`src/rtl/fetch_queue_unit_if.sv`:
```
// Fetch front-end bus bundle: instruction-memory handshake, redirect and decode-side queue head.
// master = fetch unit, slave = the surroundings (memory, redirect source, decode).
interface fetch_queue_unit_if #(
    parameter int unsigned PC_W    = 8,
    parameter int unsigned INSTR_W = 16
);
    logic               imem_req;
    logic [PC_W-1:0]    imem_addr;
    logic               imem_ack;
    logic [INSTR_W-1:0] imem_rdata;
    logic               redirect_valid;
    logic [PC_W-1:0]    redirect_pc;
    logic               out_valid;
    logic               out_ready;
    logic [INSTR_W-1:0] out_instr;
    logic [PC_W-1:0]    out_pc;
    logic               halted;

    modport master (
        output imem_req, imem_addr, out_valid, out_instr, out_pc, halted,
        input  imem_ack, imem_rdata, redirect_valid, redirect_pc, out_ready
    );

    modport slave (
        input  imem_req, imem_addr, out_valid, out_instr, out_pc, halted,
        output imem_ack, imem_rdata, redirect_valid, redirect_pc, out_ready
    );
endinterface

```
`src/rtl/fetch_queue_unit.sv`:
```
// fetch_queue_unit: instruction-fetch front end. Issues req/ack fetches to instruction memory,
// buffers {instr, pc} pairs in a DEPTH-entry circular queue and hands them to decode over
// valid/ready. A redirect flushes the queue and restarts fetch at a new PC.
// Optional macro FETCH_HALT_EN: stop fetching once an opcode-4'hF instruction is queued.
module fetch_queue_unit #(
    parameter int unsigned PC_W     = 8,
    parameter int unsigned INSTR_W  = 16,
    parameter int unsigned DEPTH    = 4,
    parameter int unsigned RESET_PC = 0
) (
    input  logic               clk,
    input  logic               reset,
    fetch_queue_unit_if.master bus
);
    localparam int unsigned PtrW = $clog2(DEPTH);
    localparam int unsigned CntW = $clog2(DEPTH + 1);
    localparam logic [CntW-1:0] Full = CntW'(DEPTH);

    typedef enum logic [1:0] {StIdle, StWait, StDrop} state_e;

    state_e             state_q, state_d;
    logic               req_q, req_d;
    logic [PC_W-1:0]    addr_q, addr_d;
    logic [PC_W-1:0]    fetch_pc_q, fetch_pc_d;
    logic               halted_q, halted_d;
    logic [PtrW-1:0]    wr_ptr_q, wr_ptr_d;
    logic [PtrW-1:0]    rd_ptr_q, rd_ptr_d;
    logic [CntW-1:0]    count_q, count_d;
    logic [CntW-1:0]    count_after;
    logic [INSTR_W-1:0] instr_q [DEPTH];
    logic [PC_W-1:0]    pc_q [DEPTH];

    logic head_valid;
    logic push;
    logic pop;
    logic halt_hit;

    assign head_valid = (count_q != '0);
    // A redirect flushes the queue, so a coincident pop must not move rd_ptr.
    assign pop        = head_valid & bus.out_ready & ~bus.redirect_valid;

`ifdef FETCH_HALT_EN
    assign halt_hit = (bus.imem_rdata[INSTR_W-1 -: 4] == 4'hF);
`else
    assign halt_hit = 1'b0;
`endif

    // Fetch FSM: request issue under the credit rule, back-to-back refetch, stale-ack drop.
    always_comb begin
        state_d     = state_q;
        req_d       = req_q;
        addr_d      = addr_q;
        fetch_pc_d  = fetch_pc_q;
        halted_d    = halted_q;
        push        = 1'b0;
        count_after = count_q;
        case (state_q)
            StIdle: begin
                if (!bus.redirect_valid && !halted_q && (count_q < Full)) begin
                    req_d   = 1'b1;
                    addr_d  = fetch_pc_q;
                    state_d = StWait;
                end
            end
            StWait: begin
                if (bus.imem_ack) begin
                    if (bus.redirect_valid) begin
                        req_d   = 1'b0;
                        state_d = StIdle;
                    end else begin
                        push        = 1'b1;
                        fetch_pc_d  = addr_q + 1'b1;
                        count_after = count_q + CntW'(1) - CntW'(pop);
                        // Next request needs a free slot after this push/pop settles.
                        if (!halt_hit && (count_after < Full)) begin
                            addr_d = addr_q + 1'b1;
                        end else begin
                            req_d   = 1'b0;
                            state_d = StIdle;
                        end
                    end
                end else if (bus.redirect_valid) begin
                    // An unacked request cannot be withdrawn; wait out its ack.
                    state_d = StDrop;
                end
            end
            StDrop: begin
                if (bus.imem_ack) begin
                    req_d   = 1'b0;
                    state_d = StIdle;
                end
            end
            default: begin
                req_d   = 1'b0;
                state_d = StIdle;
            end
        endcase
        if (push && halt_hit) begin
            halted_d = 1'b1;
        end
        if (bus.redirect_valid) begin
            fetch_pc_d = bus.redirect_pc;
            halted_d   = 1'b0;
        end
    end

    // Queue pointer and occupancy next-state; redirect empties the queue.
    always_comb begin
        wr_ptr_d = wr_ptr_q;
        rd_ptr_d = rd_ptr_q;
        count_d  = count_q;
        if (bus.redirect_valid) begin
            wr_ptr_d = '0;
            rd_ptr_d = '0;
            count_d  = '0;
        end else begin
            if (push) wr_ptr_d = wr_ptr_q + 1'b1;
            if (pop)  rd_ptr_d = rd_ptr_q + 1'b1;
            count_d = count_q + CntW'(push) - CntW'(pop);
        end
    end

    // Control and pointer state registers.
    always_ff @(posedge clk or posedge reset) begin
        if (reset) begin
            state_q    <= StIdle;
            req_q      <= 1'b0;
            addr_q     <= PC_W'(RESET_PC);
            fetch_pc_q <= PC_W'(RESET_PC);
            halted_q   <= 1'b0;
            wr_ptr_q   <= '0;
            rd_ptr_q   <= '0;
            count_q    <= '0;
        end else begin
            state_q    <= state_d;
            req_q      <= req_d;
            addr_q     <= addr_d;
            fetch_pc_q <= fetch_pc_d;
            halted_q   <= halted_d;
            wr_ptr_q   <= wr_ptr_d;
            rd_ptr_q   <= rd_ptr_d;
            count_q    <= count_d;
        end
    end

    // Queue storage: write the acked instruction tagged with the address it was fetched from.
    always_ff @(posedge clk or posedge reset) begin
        if (reset) begin
            for (int i = 0; i < DEPTH; i++) begin
                instr_q[i] <= '0;
                pc_q[i]    <= '0;
            end
        end else if (push) begin
            instr_q[wr_ptr_q] <= bus.imem_rdata;
            pc_q[wr_ptr_q]    <= addr_q;
        end
    end

    assign bus.imem_req  = req_q;
    assign bus.imem_addr = addr_q;
    assign bus.out_valid = head_valid;
    assign bus.out_instr = instr_q[rd_ptr_q];
    assign bus.out_pc    = pc_q[rd_ptr_q];
    assign bus.halted    = halted_q;
endmodule
```
`src/flat_wrapper.sv`:
```
// flat-port wrapper written by rule: the top's interface ports become plain ports
module fetch_queue_unit_flat 
#(
    parameter int unsigned PC_W     = 8,
    parameter int unsigned INSTR_W  = 16,
    parameter int unsigned DEPTH    = 4,
    parameter int unsigned RESET_PC = 0
)
  (clk, reset, bus_imem_req, bus_imem_addr, bus_out_valid, bus_out_instr, bus_out_pc, bus_halted, bus_imem_ack, bus_imem_rdata, bus_redirect_valid, bus_redirect_pc, bus_out_ready);
  fetch_queue_unit_if #(.PC_W(PC_W), .INSTR_W(INSTR_W)) bus_i ();
  input  logic clk;
  input  logic reset;
  output wire logic [$bits(bus_i.imem_req)-1:0] bus_imem_req;
  output wire logic [$bits(bus_i.imem_addr)-1:0] bus_imem_addr;
  output wire logic [$bits(bus_i.out_valid)-1:0] bus_out_valid;
  output wire logic [$bits(bus_i.out_instr)-1:0] bus_out_instr;
  output wire logic [$bits(bus_i.out_pc)-1:0] bus_out_pc;
  output wire logic [$bits(bus_i.halted)-1:0] bus_halted;
  input wire logic [$bits(bus_i.imem_ack)-1:0] bus_imem_ack;
  input wire logic [$bits(bus_i.imem_rdata)-1:0] bus_imem_rdata;
  input wire logic [$bits(bus_i.redirect_valid)-1:0] bus_redirect_valid;
  input wire logic [$bits(bus_i.redirect_pc)-1:0] bus_redirect_pc;
  input wire logic [$bits(bus_i.out_ready)-1:0] bus_out_ready;
  assign bus_imem_req = bus_i.imem_req;
  assign bus_imem_addr = bus_i.imem_addr;
  assign bus_out_valid = bus_i.out_valid;
  assign bus_out_instr = bus_i.out_instr;
  assign bus_out_pc = bus_i.out_pc;
  assign bus_halted = bus_i.halted;
  assign bus_i.imem_ack = bus_imem_ack;
  assign bus_i.imem_rdata = bus_imem_rdata;
  assign bus_i.redirect_valid = bus_redirect_valid;
  assign bus_i.redirect_pc = bus_redirect_pc;
  assign bus_i.out_ready = bus_out_ready;
  fetch_queue_unit #(.PC_W(PC_W), .INSTR_W(INSTR_W), .DEPTH(DEPTH), .RESET_PC(RESET_PC)) u_core (.clk(clk), .reset(reset), .bus(bus_i));
endmodule
```
`config.mk`:
```
export PLATFORM = sky130hd
export DESIGN_NAME = fetch_queue_unit_flat
export DESIGN_NICKNAME = d
export VERILOG_FILES = /design/src/rtl/fetch_queue_unit_if.sv /design/src/rtl/fetch_queue_unit.sv /design/src/flat_wrapper.sv
export SDC_FILE = /design/constraint.sdc
export NUM_CORES = 1
export LEC_CHECK = 0
export ABC_CLOCK_PERIOD_IN_PS = 8300
export CORE_UTILIZATION = 55
export DETAILED_ROUTE_END_ITERATION = 10
export PLACE_DENSITY = 0.78
export SKIP_LAST_GASP = 1
export SLEW_MARGIN = 20
export SYNTH_ARGS = -nofsm -noshare
export SYNTH_HDL_FRONTEND = slang
export SYNTH_SLANG_ARGS = --single-unit
```
`constraint.sdc`:
```
create_clock -name clk -period 8.3 [get_ports clk]
set_input_delay 1.66 -clock clk [delete_from_list [all_inputs] [get_ports clk]]
set_output_delay 1.66 -clock clk [all_outputs]
set_load 0.02 [all_outputs]
```
Word-level counts from Yosys, hierarchy flattened:

Index checks and enable logic that the tools add are counted.

* register bits after elaboration: 122
* bits of input ports: 29
* output and inout port bits: 35
* word-level logic and storage cells: 96

* $add $sub $neg: 7
* $lt $le $gt $ge: 5
* equal/unequal tests: 9
* mux-type cells: 41
* bitwise gates (word level): 5
* reduce and logical (&&, ||, !) cells: 14

Operator list (count)
* 2-to-1 mux 8 bit: 10
* bitwise mux 64 bit: 1
* 2-to-1 mux 16 bit: 3
* binary-select mux 16 bit (select 2 bit): 1
* bitwise mux 32 bit: 1
* demux 16 bit (select 2 bit): 1
* 2-to-1 mux 2 bit: 10
* binary-select mux 8 bit (select 2 bit): 1
* demux 8 bit (select 2 bit): 1
* one-hot mux 8 bit (2 select lines): 1
* nonzero test 2 bit: 5
* adder 8 x 1 -> 8 bit (second input constant): 1
* 2-to-1 mux 1 bit: 8
* AND reduction 4 bit: 2
* >= comparator 3 bit (second input constant): 2
* less-than comparator 3 bit (second input constant): 2
* inequality test 2 bit (second input constant): 3
* inequality test 3 bit (second input constant): 2
* inverter 2 -> 3 bit: 2
* one-hot mux 2 bit (3 select lines): 1
* subtractor 3 x 1 -> 3 bit: 2
* AND reduction 5 bit: 1
* adder 2 x 1 -> 2 bit (second input constant): 2
* inequality test 2 x 1 -> 1 bit (second input constant): 2
* 14 further kinds: 16

Logic depth before layout (Yosys ltp):

Gate-level depths: netlist (run 1).

* depth after elaboration: 9
* gate-level depth with buffers: 12
* depth with buffers taken out: 11

Least setup slack after synthesis (run 1):

Ideal clock, no wire load.

* path kind: input to register
* start: input bus_redirect_valid
* end: register u_core.addr_q[7], in the netlist u_core.bus.imem_addr[7]
* library setup time: 0.122 ns
* arrival: 3.207 ns
* required time: 8.178 ns
* path slack: 4.971 ns
* cell stages on the path: 8
* buffers on the path: 2
* cell sequence: buf_2 -> or2_2 -> ha_1 -> and4_1 -> o221a_2 -> buf_2 -> o21a_1 -> o22a_1

* cells in the longest elaborated chain, start to end: 6
* elaborated cells on any way between the ends: 10
* those cells by class: 1 x add/sub; 1 x order compare; 3 x eq/ne; 2 x bitwise; 3 x reduce/logical

RTL lines
* start, declared: RTL line flat_wrapper.sv:21 `input wire logic [$bits(bus_i.redirect_valid)-1:0] bus_redirect_valid;`
* inverter 1 bit: RTL line fetch_queue_unit.sv:40 `assign pop = head_valid & bus.out_ready & ~bus.redirect_valid;`
* AND 1 bit: RTL line fetch_queue_unit.sv:40
* subtractor 3 x 1 -> 3 bit: RTL line fetch_queue_unit.sv:73 `count_after = count_q + CntW'(1) - CntW'(pop);`
* less-than comparator 3 bit: RTL line fetch_queue_unit.sv:75 `if (!halt_hit && (count_after < Full)) begin`
* inequality test 2 x 1 -> 1 bit (no line)
* AND reduction 5 bit (no line) *
* end signal, assigned: RTL line fetch_queue_unit.sv:128 `addr_q <= PC_W'(RESET_PC);`
* end signal, assigned: RTL line fetch_queue_unit.sv:137 `addr_q <= addr_d;`
* end, declared: RTL line fetch_queue_unit.sv:23 `logic [PC_W-1:0] addr_q, addr_d;`

Mark *: on every way between the ends. The rest lies on a longest branch, timed or not.
A chain may end at the register's enable or synchronous reset.

Worst setup path in the final report (run 1):

* start: register u_core.rd_ptr_q[0]
* end: output bus_out_pc[7]

* cells in the longest elaborated chain, start to end: 4

RTL lines
* start, declared: RTL line fetch_queue_unit.sv:27 `logic [PtrW-1:0] rd_ptr_q, rd_ptr_d;`
* start signal, assigned: RTL line fetch_queue_unit.sv:141 `rd_ptr_q <= rd_ptr_d;`
* inverter 2 -> 3 bit (not written as such): RTL line fetch_queue_unit.sv:163 `assign bus.out_pc = pc_q[rd_ptr_q];`
* binary-select mux 8 bit (select 2 bit): RTL line fetch_queue_unit.sv:163
* 2-to-1 mux 8 bit (not written as such) (2 in series): RTL line fetch_queue_unit.sv:163
* end, declared: RTL line flat_wrapper.sv:17 `output wire logic [$bits(bus_i.out_pc)-1:0] bus_out_pc;`

Every way passes these cells. The select of a mux whose other input is x is not followed.

==> results of run 1 <==
through the flow:
stage	power [W]	cell area [µm²]
floorplan	0.00148	5750
global placement	0.00178	6380
detailed placement	0.00182	6380
CTS	0.00262	7020
global route	0.00273	7020
finish	0.00260	7020
flip-flops by register name (all words and copies together) (netlist names):
| signal | flops |
|---|---|
| u_core.fetch_pc_q | 8 |
| u_core.instr_q | 64 |
| u_core.count_q | 3 |
| u_core.pc_q | 32 |
| u_core.bus.imem_req | 1 |
| u_core.bus.imem_addr | 8 |
| u_core.rd_ptr_q | 2 |
| u_core.state_q | 2 |
| u_core.wr_ptr_q | 2 |
routing by layer:
metal  track usage, %  vias to the layer above  share of wire [%]
li1                 -                     1591                  -
met1             30.7                     1850                 44
met2             40.1                       77                 52
met3             5.01                        6                3.4
met4             7.04                        0               0.58
met5                0                        -                  0
cell families after synthesis:
family,synth area share (%)
other,0.0652
buffers and inverters,3.92
muxes,28.9
xor gates and xnor gates,1.67
adders and majority gates,2.09
DFF,53.1
AOI/OAI and AO/OA,4.61
and+or+nand+nor,5.68
Yosys cell counts (2+ instances only):
library cell and count:
sky130_fd_sc_hd__a221o_1 3, sky130_fd_sc_hd__nand2_2 4, sky130_fd_sc_hd__a31oi_1 2, sky130_fd_sc_hd__ha_1 8, sky130_fd_sc_hd__mux2_2 96, sky130_fd_sc_hd__and3_1 4
sky130_fd_sc_hd__xor2_1 4, sky130_fd_sc_hd__buf_2 12, sky130_fd_sc_hd__nor3b_1 4, sky130_fd_sc_hd__dfrtp_1 122, sky130_fd_sc_hd__nand2b_1 2, sky130_fd_sc_hd__buf_6 8
sky130_fd_sc_hd__a2bb2oi_1 2, sky130_fd_sc_hd__o21ai_0 13, sky130_fd_sc_hd__mux2i_1 4, sky130_fd_sc_hd__inv_1 10, sky130_fd_sc_hd__o22ai_1 3, sky130_fd_sc_hd__nor2b_1 3
sky130_fd_sc_hd__a21oi_1 14, sky130_fd_sc_hd__nand2_1 17, sky130_fd_sc_hd__or2_2 2, sky130_fd_sc_hd__mux4_2 24, sky130_fd_sc_hd__nand3_1 6, sky130_fd_sc_hd__clkbuf_1 6
sky130_fd_sc_hd__xnor2_1 7, sky130_fd_sc_hd__buf_1 2, sky130_fd_sc_hd__nor2_1 13
cell type report:
cell class                      instances  area [µm²]  share of cell area (%)
Clock buffer                           20         445                    6.35
Clock inverter                         12         195                    2.78
Inverter                               10        40.0                   0.570
Multi-Input combinational cell        248        2480                    35.3
Sequential cell                       122        3050                    43.5
Tap cell                              133         166                    2.37
Timing Repair Buffer                   65         643                    9.16
final timing paths:
path	startpoint	to	cells after the start	slack (ns)
min	u_core.pc_q[18]	u_core.pc_q[18]	1	0.50
max reg2reg	u_core.count_q[1]	u_core.bus.imem_addr[6]	8	5.81
min in group asynchronous	reset	u_core.instr_q[48]	2	1.63
max in group asynchronous	reset	u_core.pc_q[30]	3	5.41
max	u_core.rd_ptr_q[0]	bus_out_pc[7]	3	3.99
min reg2reg	u_core.pc_q[18]	u_core.pc_q[18]	1	0.50
power breakdown:
part           switching (W)  internal (W)
clock network       0.000257      0.000532
logic               0.000392      0.000498
registers           0.000150      0.000771
total               0.000799       0.00180
==> impl_summary.log, run 1 <==
INFO  metric run_status = completed
INFO  metric ys.warnings.count = 0
INFO  metric initial_cell_density_of_the_core = 57.8%
INFO  metric syn2layout_area_growth = 22.0%
INFO  metric route.detailed.drc = 0
INFO  metric layout_commonest_cell = sky130_fd_sc_hd__dfrtp_1
INFO  metric syn_avg_cell_area = 14.1 µm²
INFO  metric htree_num_levels = 4
INFO  metric synth_fp_nets = 447
INFO  metric dp_cells = 578
INFO  metric grt.total_usage = 23.7%
INFO  metric min_period_over_period = 51.9%
INFO  metric worstHoldPathType = reg -> reg
INFO  metric filler_cells = 656
INFO  metric ctsResizeCount = 0
INFO  metric kind_of_critical_path = reg -> out
INFO  metric finalSetupViolCount = 0
INFO  metric timing_hold_violations_final = 0
INFO  metric setup_total_negative_slack = 0 ns
INFO  metric die_w = 104 µm
INFO  metric hpwlAfterDp = 6990 µm
INFO  metric antenna_found_initial = 0
INFO  metric core_occupancy_in_the_finished_layout = 70.5%
INFO  metric synth_top_cell_by_area = sky130_fd_sc_hd__dfrtp_1
INFO  metric clkTransAtPathRegs = 0.06 ns
INFO  metric cts_tree = done
INFO  metric power_density = 370 nW/µm²
INFO  metric post_layout_cell_count = 610
INFO  metric gp_congestion = 0.826
INFO  metric timing.critical_path.cells = buf_4, mux4_2, clkdlybuf4s50_1
INFO  metric grt_pass1_wl = 19,700 µm
INFO  metric syn-cell-area = 5750 µm²
INFO  metric critical_path.endpoint_type = output pin
INFO  metric period_needed = 4.31 ns
INFO  metric synth.ff_latch_count = 122
INFO  metric clock-sinks = 122
INFO  metric worst_ep_arrival_time = 2.65 ns
INFO  metric place_ws = 3.83 ns
INFO  metric max_freq = 232 MHz
INFO  metric top_cells_by_area_in_the_synthesized_netlist = sky130_fd_sc_hd__dfrtp_1 53%, sky130_fd_sc_hd__mux2_2 19%, sky130_fd_sc_hd__mux4_2 9.4%
INFO  metric first_global_vias = 3,867
INFO  metric vdd_drop_max = 0.175 mV
INFO  metric core.rowCount = 36
INFO  metric cts.path.max_buffers = 2
INFO  metric total_count_of_max_transition_violations_in_the_final_report = 0
INFO  metric ios = 64
INFO  metric post_drt_wl_per_cell = 18.8 µm
INFO  metric synth-seq-area-share = 53.1%
INFO  metric finalWorstSetupSlack = 3.99 ns
INFO  metric detail_route.vias_per_cell = 5.78
INFO  metric root_buffer = sky130_fd_sc_hd__clkbuf_8
INFO  metric path_buf_inv = 2
INFO  metric max_stage_delay = 0.58 ns
INFO  metric via_count = 3,524
INFO  metric postCtsHoldBufs = 0
INFO  metric postSynth.topFlopCell = sky130_fd_sc_hd__dfrtp_1
INFO  metric asyncSetResetFlopFracSynth = 100%
INFO  metric place.port_buffers = 62
INFO  metric tightestPinTransition = 1.05 ns
INFO  metric drt_first_iter_violations = 195
INFO  metric insertedDiodeCount = 0
INFO  metric cts_setup_buffers = 0
INFO  metric number_of_synthesized_flops_with_an_enable_pin = 0
INFO  metric design.die.area = 10,900 µm²
INFO  metric grt-ovfl-total = 0
INFO  metric layout-drive-gt1-share = 34.6%
INFO  metric timing.critical_path.from_type = register
INFO  metric rsz_0062_raised_after_global_routing = no
INFO  metric totalWireLength = 11,500 µm
INFO  metric maxCapViolCount = 0
INFO  metric commonest_non_fill_non_tap_cells_in_the_layout = 122 x sky130_fd_sc_hd__dfrtp_1, 96 x sky130_fd_sc_hd__mux2_2, 62 x sky130_fd_sc_hd__clkdlybuf4s50_1
INFO  metric yosys.area.top_type_share = 53.1%
INFO  metric drt_pre_antenna_iters = 4
INFO  metric yosysUniqueCellTypes = 41
INFO  metric final.setup_skew = 0.00972 ns
INFO  metric critPathTopFamily = buffers and inverters
INFO  metric cp.required = 6.64 ns
INFO  metric clk_latency = 0.51 ns
INFO  metric syn_inst = 409
INFO  metric placeableCoreArea = 9950 µm²
INFO  metric num-nets-final = 502
INFO  metric cellLeakagePower = 3.20 nW
INFO  metric slew_headroom = 29.7%
INFO  metric timing.hold.ws = 0.500 ns
INFO  metric grt_start_max_net_pins = 63
INFO  metric fp.dieH = 104 µm
INFO  metric critical_path.max_fanout = 21
INFO  metric drtAntennaViolNets = 0
INFO  metric critical-path-slowest-cell = sky130_fd_sc_hd__mux4_2
INFO  metric cts-buffers-inserted = 17
Note: power is estimated with default switching activity, not from simulation.
==> run 2, diff against run 1 <==
ABC_CLOCK_PERIOD_IN_PS = 4000   (was 8300)
clock period = 4 ns   (was 8.3 ns; I/O delays follow)
==> run 2 against run 1 <==
Effect of this change: sequential share of layout area is 0.062 points lower; flip-flop and latch count stayed put; clock skew is 0.0035 ns lower; via count is 0.54% lower; first-iteration DRC count is 24% lower; clock power is 100% higher; utilization is 0.10 points higher; design area is 0.14% higher; global-route usage is 0.96 points lower; cell count is 0.33% higher; highest routed layer unchanged.
==> impl_summary.log, run 2 (synthesis gave the netlist of run 1 again) <==
INFO  metric ctsResizeCount = 0 (unchanged)
INFO  metric power_frac_seq = 35.9% (+0.5 points)
INFO  metric num-nets-final = 504 (+0.40%)
INFO  metric route.detailed.drc = 0 (unchanged)
INFO  metric max_freq = 295 MHz
INFO  metric ff_to_ff_setup_slack = 1.58 ns (-4.23 ns)
INFO  metric root_buffer = sky130_fd_sc_hd__clkbuf_8
INFO  metric dp_cells = 580 (+0.35%)
INFO  metric cts_setup_buffers = 0 (unchanged)
INFO  metric clkTransAtPathRegs = 0.06 ns (about the same)
INFO  metric maxCapViolCount = 0 (unchanged)
INFO  metric drtAntennaViolNets = 0 (unchanged)
INFO  metric clk_latency = 0.50 ns (about the same)
INFO  metric finish.instance_area = 7030 µm² (+0.14%)
INFO  metric post_drt_wl_per_cell = 18.4 µm (-2.0%)
INFO  metric grt_start_max_net_pins = 123 (+95%)
INFO  metric htree_num_levels = 4 (unchanged)
INFO  metric ios = 64 (unchanged)
INFO  metric via_count = 3,505 (-0.54%)
INFO  metric period_needed = 3.39 ns
INFO  metric min_period_over_period = 84.7%
INFO  metric detail_route.vias_per_cell = 5.73 (-0.86%)
INFO  metric die_w = 104 µm (unchanged)
INFO  metric insertedDiodeCount = 0 (unchanged)
INFO  metric commonest_non_fill_non_tap_cells_in_the_layout = 122 x sky130_fd_sc_hd__dfrtp_1, 96 x sky130_fd_sc_hd__mux2_2, 62 x sky130_fd_sc_hd__clkdlybuf4s50_1
INFO  metric fp.dieH = 104 µm (unchanged)
INFO  metric placed_cell_area = 6400 µm² (+0.45%)
INFO  metric initial_cell_density_of_the_core = 57.8% (unchanged)
INFO  metric setup_total_negative_slack = 0 ns (unchanged)
INFO  metric power_density = 760 nW/µm² (+110%)
INFO  metric kind_of_critical_path = reg -> out
INFO  metric hpwlAfterDp = 7040 µm (+0.72%)
INFO  metric slew_headroom = 29.9% (+0.20 points)
INFO  metric first_global_vias = 3,846 (-0.54%)
INFO  metric worstHoldPathType = reg -> reg
INFO  metric critical_path.max_fanout = 14 (-33%)
INFO  metric drt_pre_antenna_iters = 4 (unchanged)
INFO  metric postCtsHoldBufs = 0 (unchanged)
INFO  metric design.die.area = 10,900 µm² (unchanged)
INFO  metric cts-buffers-inserted = 17 (unchanged)
INFO  metric gp_congestion = 0.768 (-7.1%)
INFO  metric max_stage_delay = 0.90 ns (+0.32 ns)
INFO  metric rsz_0062_raised_after_global_routing = no
INFO  metric drt_first_iter_violations = 149 (-24%)
INFO  metric grt.total_usage = 22.7% (-0.96 points)
INFO  metric run_status = completed
INFO  metric cp.required = 3.20 ns (-3.44 ns)
INFO  metric totalWireLength = 11,300 µm (-1.7%)
INFO  metric final.setup_skew = 0.00622 ns (-0.00350 ns)
INFO  metric post_layout_cell_count = 612 (+0.33%)
INFO  metric power.switching_fraction = 31.4% (+0.67 points)
INFO  metric largestRegisters = u_core.instr_q: 64 flops, u_core.pc_q: 32 flops
INFO  metric clock-sinks = 122 (unchanged)
INFO  metric cts_tree = done
INFO  metric syn2layout_area_growth = 22.2%
INFO  metric grt_pass1_wl = 19,300 µm (-2.2%)
INFO  metric comb_power_share = 34.6% (+0.4 points)
INFO  metric critical_path.endpoint_type = output pin
INFO  metric power_switching = 0.00168 W (+110%)
INFO  metric critical-path-slowest-cell = sky130_fd_sc_hd__dfrtp_1
INFO  metric timing_hold_violations_final = 0 (unchanged)
INFO  metric total_count_of_max_transition_violations_in_the_final_report = 0 (unchanged)
INFO  metric timing.critical_path.from_type = register
INFO  metric p_int = 0.00367 W (+100%)
INFO  metric antenna_found_initial = 0 (unchanged)
INFO  metric core.rowCount = 36 (unchanged)
INFO  metric top_register = u_core.instr_q
INFO  metric grt-ovfl-total = 0 (unchanged)
INFO  metric timing.critical_path.cells = buf_4, mux4_2, clkdlybuf4s50_1
INFO  metric worst_ep_arrival_time = 2.59 ns (-0.06 ns)
INFO  metric clock_power_share = 29.5% (-0.9 points)
INFO  metric cellLeakagePower = 3.19 nW (-0.24%)
INFO  metric tightestPinTransition = 1.05 ns (-0.00187 ns)
INFO  metric cts.path.max_buffers = 2 (unchanged)
INFO  metric finalSetupViolCount = 0 (unchanged)
INFO  metric vdd_drop_max = 0.543 mV (+210%)
INFO  metric place.port_buffers = 62 (unchanged)
INFO  metric placeableCoreArea = 9950 µm² (unchanged)
INFO  metric layout-drive-gt1-share = 34.9% (+0.27 points)
INFO  metric layout_commonest_cell = sky130_fd_sc_hd__dfrtp_1
INFO  metric flip_flop_count_of_the_largest_register_after_layout = 64 (unchanged)
## run 2: changes by cell type in the layout (fill, tap and decap cells not counted)
cell                         before  now
sky130_fd_sc_hd__clkbuf_1         1    0
sky130_fd_sc_hd__buf_4            3    4
sky130_fd_sc_hd__nor2b_1          2    3
sky130_fd_sc_hd__bufinv_16        5    4
sky130_fd_sc_hd__clkbuf_8         3    2
sky130_fd_sc_hd__nor2b_2          1    0
sky130_fd_sc_hd__clkinvlp_4       1    4
sky130_fd_sc_hd__inv_6            0    1
sky130_fd_sc_hd__clkinv_2         4    2
sky130_fd_sc_hd__clkinv_4         2    4
sky130_fd_sc_hd__inv_4            1    0
sky130_fd_sc_hd__buf_12           0    1
## run 2: path summary, 6_finish.rpt
path                                          from                 endpoint  cells past startpoint
worst max-delay path            u_core.rd_ptr_q[1]         bus_out_instr[9]                      3
worst min-delay path               u_core.pc_q[17]          u_core.pc_q[17]                      1
worst max register to register   u_core.count_q[1]  u_core.bus.imem_addr[5]                      8
worst min register to register     u_core.pc_q[17]          u_core.pc_q[17]                      1
max in group asynchronous                    reset       u_core.wr_ptr_q[1]                      3
min in group asynchronous                    reset       u_core.instr_q[48]                      3
## run 2: worst max-delay path, delay by kind of cell, from the launching register on
family,cells,cell delay (ns)
flops,1,0.90
buf+inv,2,0.87
mux,1,0.32
## run 2: cell type report
| type | instances | area (µm²) |
|---|---|---|
| sequential | 122 | 3050 |
| fill | 672 | 2930 |
| multi-input combinational | 248 | 2470 |
| timing repair buffer | 67 | 671 |
| clock buffer | 18 | 428 |
| clock inverter | 14 | 196 |
| tap | 133 | 166 |
| inverter | 10 | 41.3 |
## run 2: power by group through the flow
stage          sequential (W)  clock, W  combinational [W]
4_1_cts               0.00192   0.00160            0.00187
6_report              0.00192   0.00158            0.00185
3_3_place_gp          0.00190         0            0.00180
5_1_grt               0.00197   0.00165            0.00198
3_5_place_dp          0.00193         0            0.00186
2_1_floorplan         0.00181         0            0.00126
## run 2: metal layers
metal / track usage [%] / part of all wire (%) / up-vias
met5: 0 / 0 / -
met4: 5.92 / 0.62 / 0
met2: 38.9 / 53 / 80
li1: - / - / 1596
met1: 29.3 / 43 / 1823
met3: 4.95 / 3.3 / 6
## run 2: stage by stage
step	utilization [%]	setup WS, ns	hold slack, ns	total power (W)
3_3_place_gp	64.3	1.10	0.482	0.00370
6_report	70.6	0.611	0.501	0.00534
4_1_cts	70.6	0.543	0.503	0.00539
3_5_place_dp	64.3	1.05	0.489	0.00378
5_1_grt	70.6	0.441	0.511	0.00561
2_1_floorplan	-	1.53	0.474	0.00307
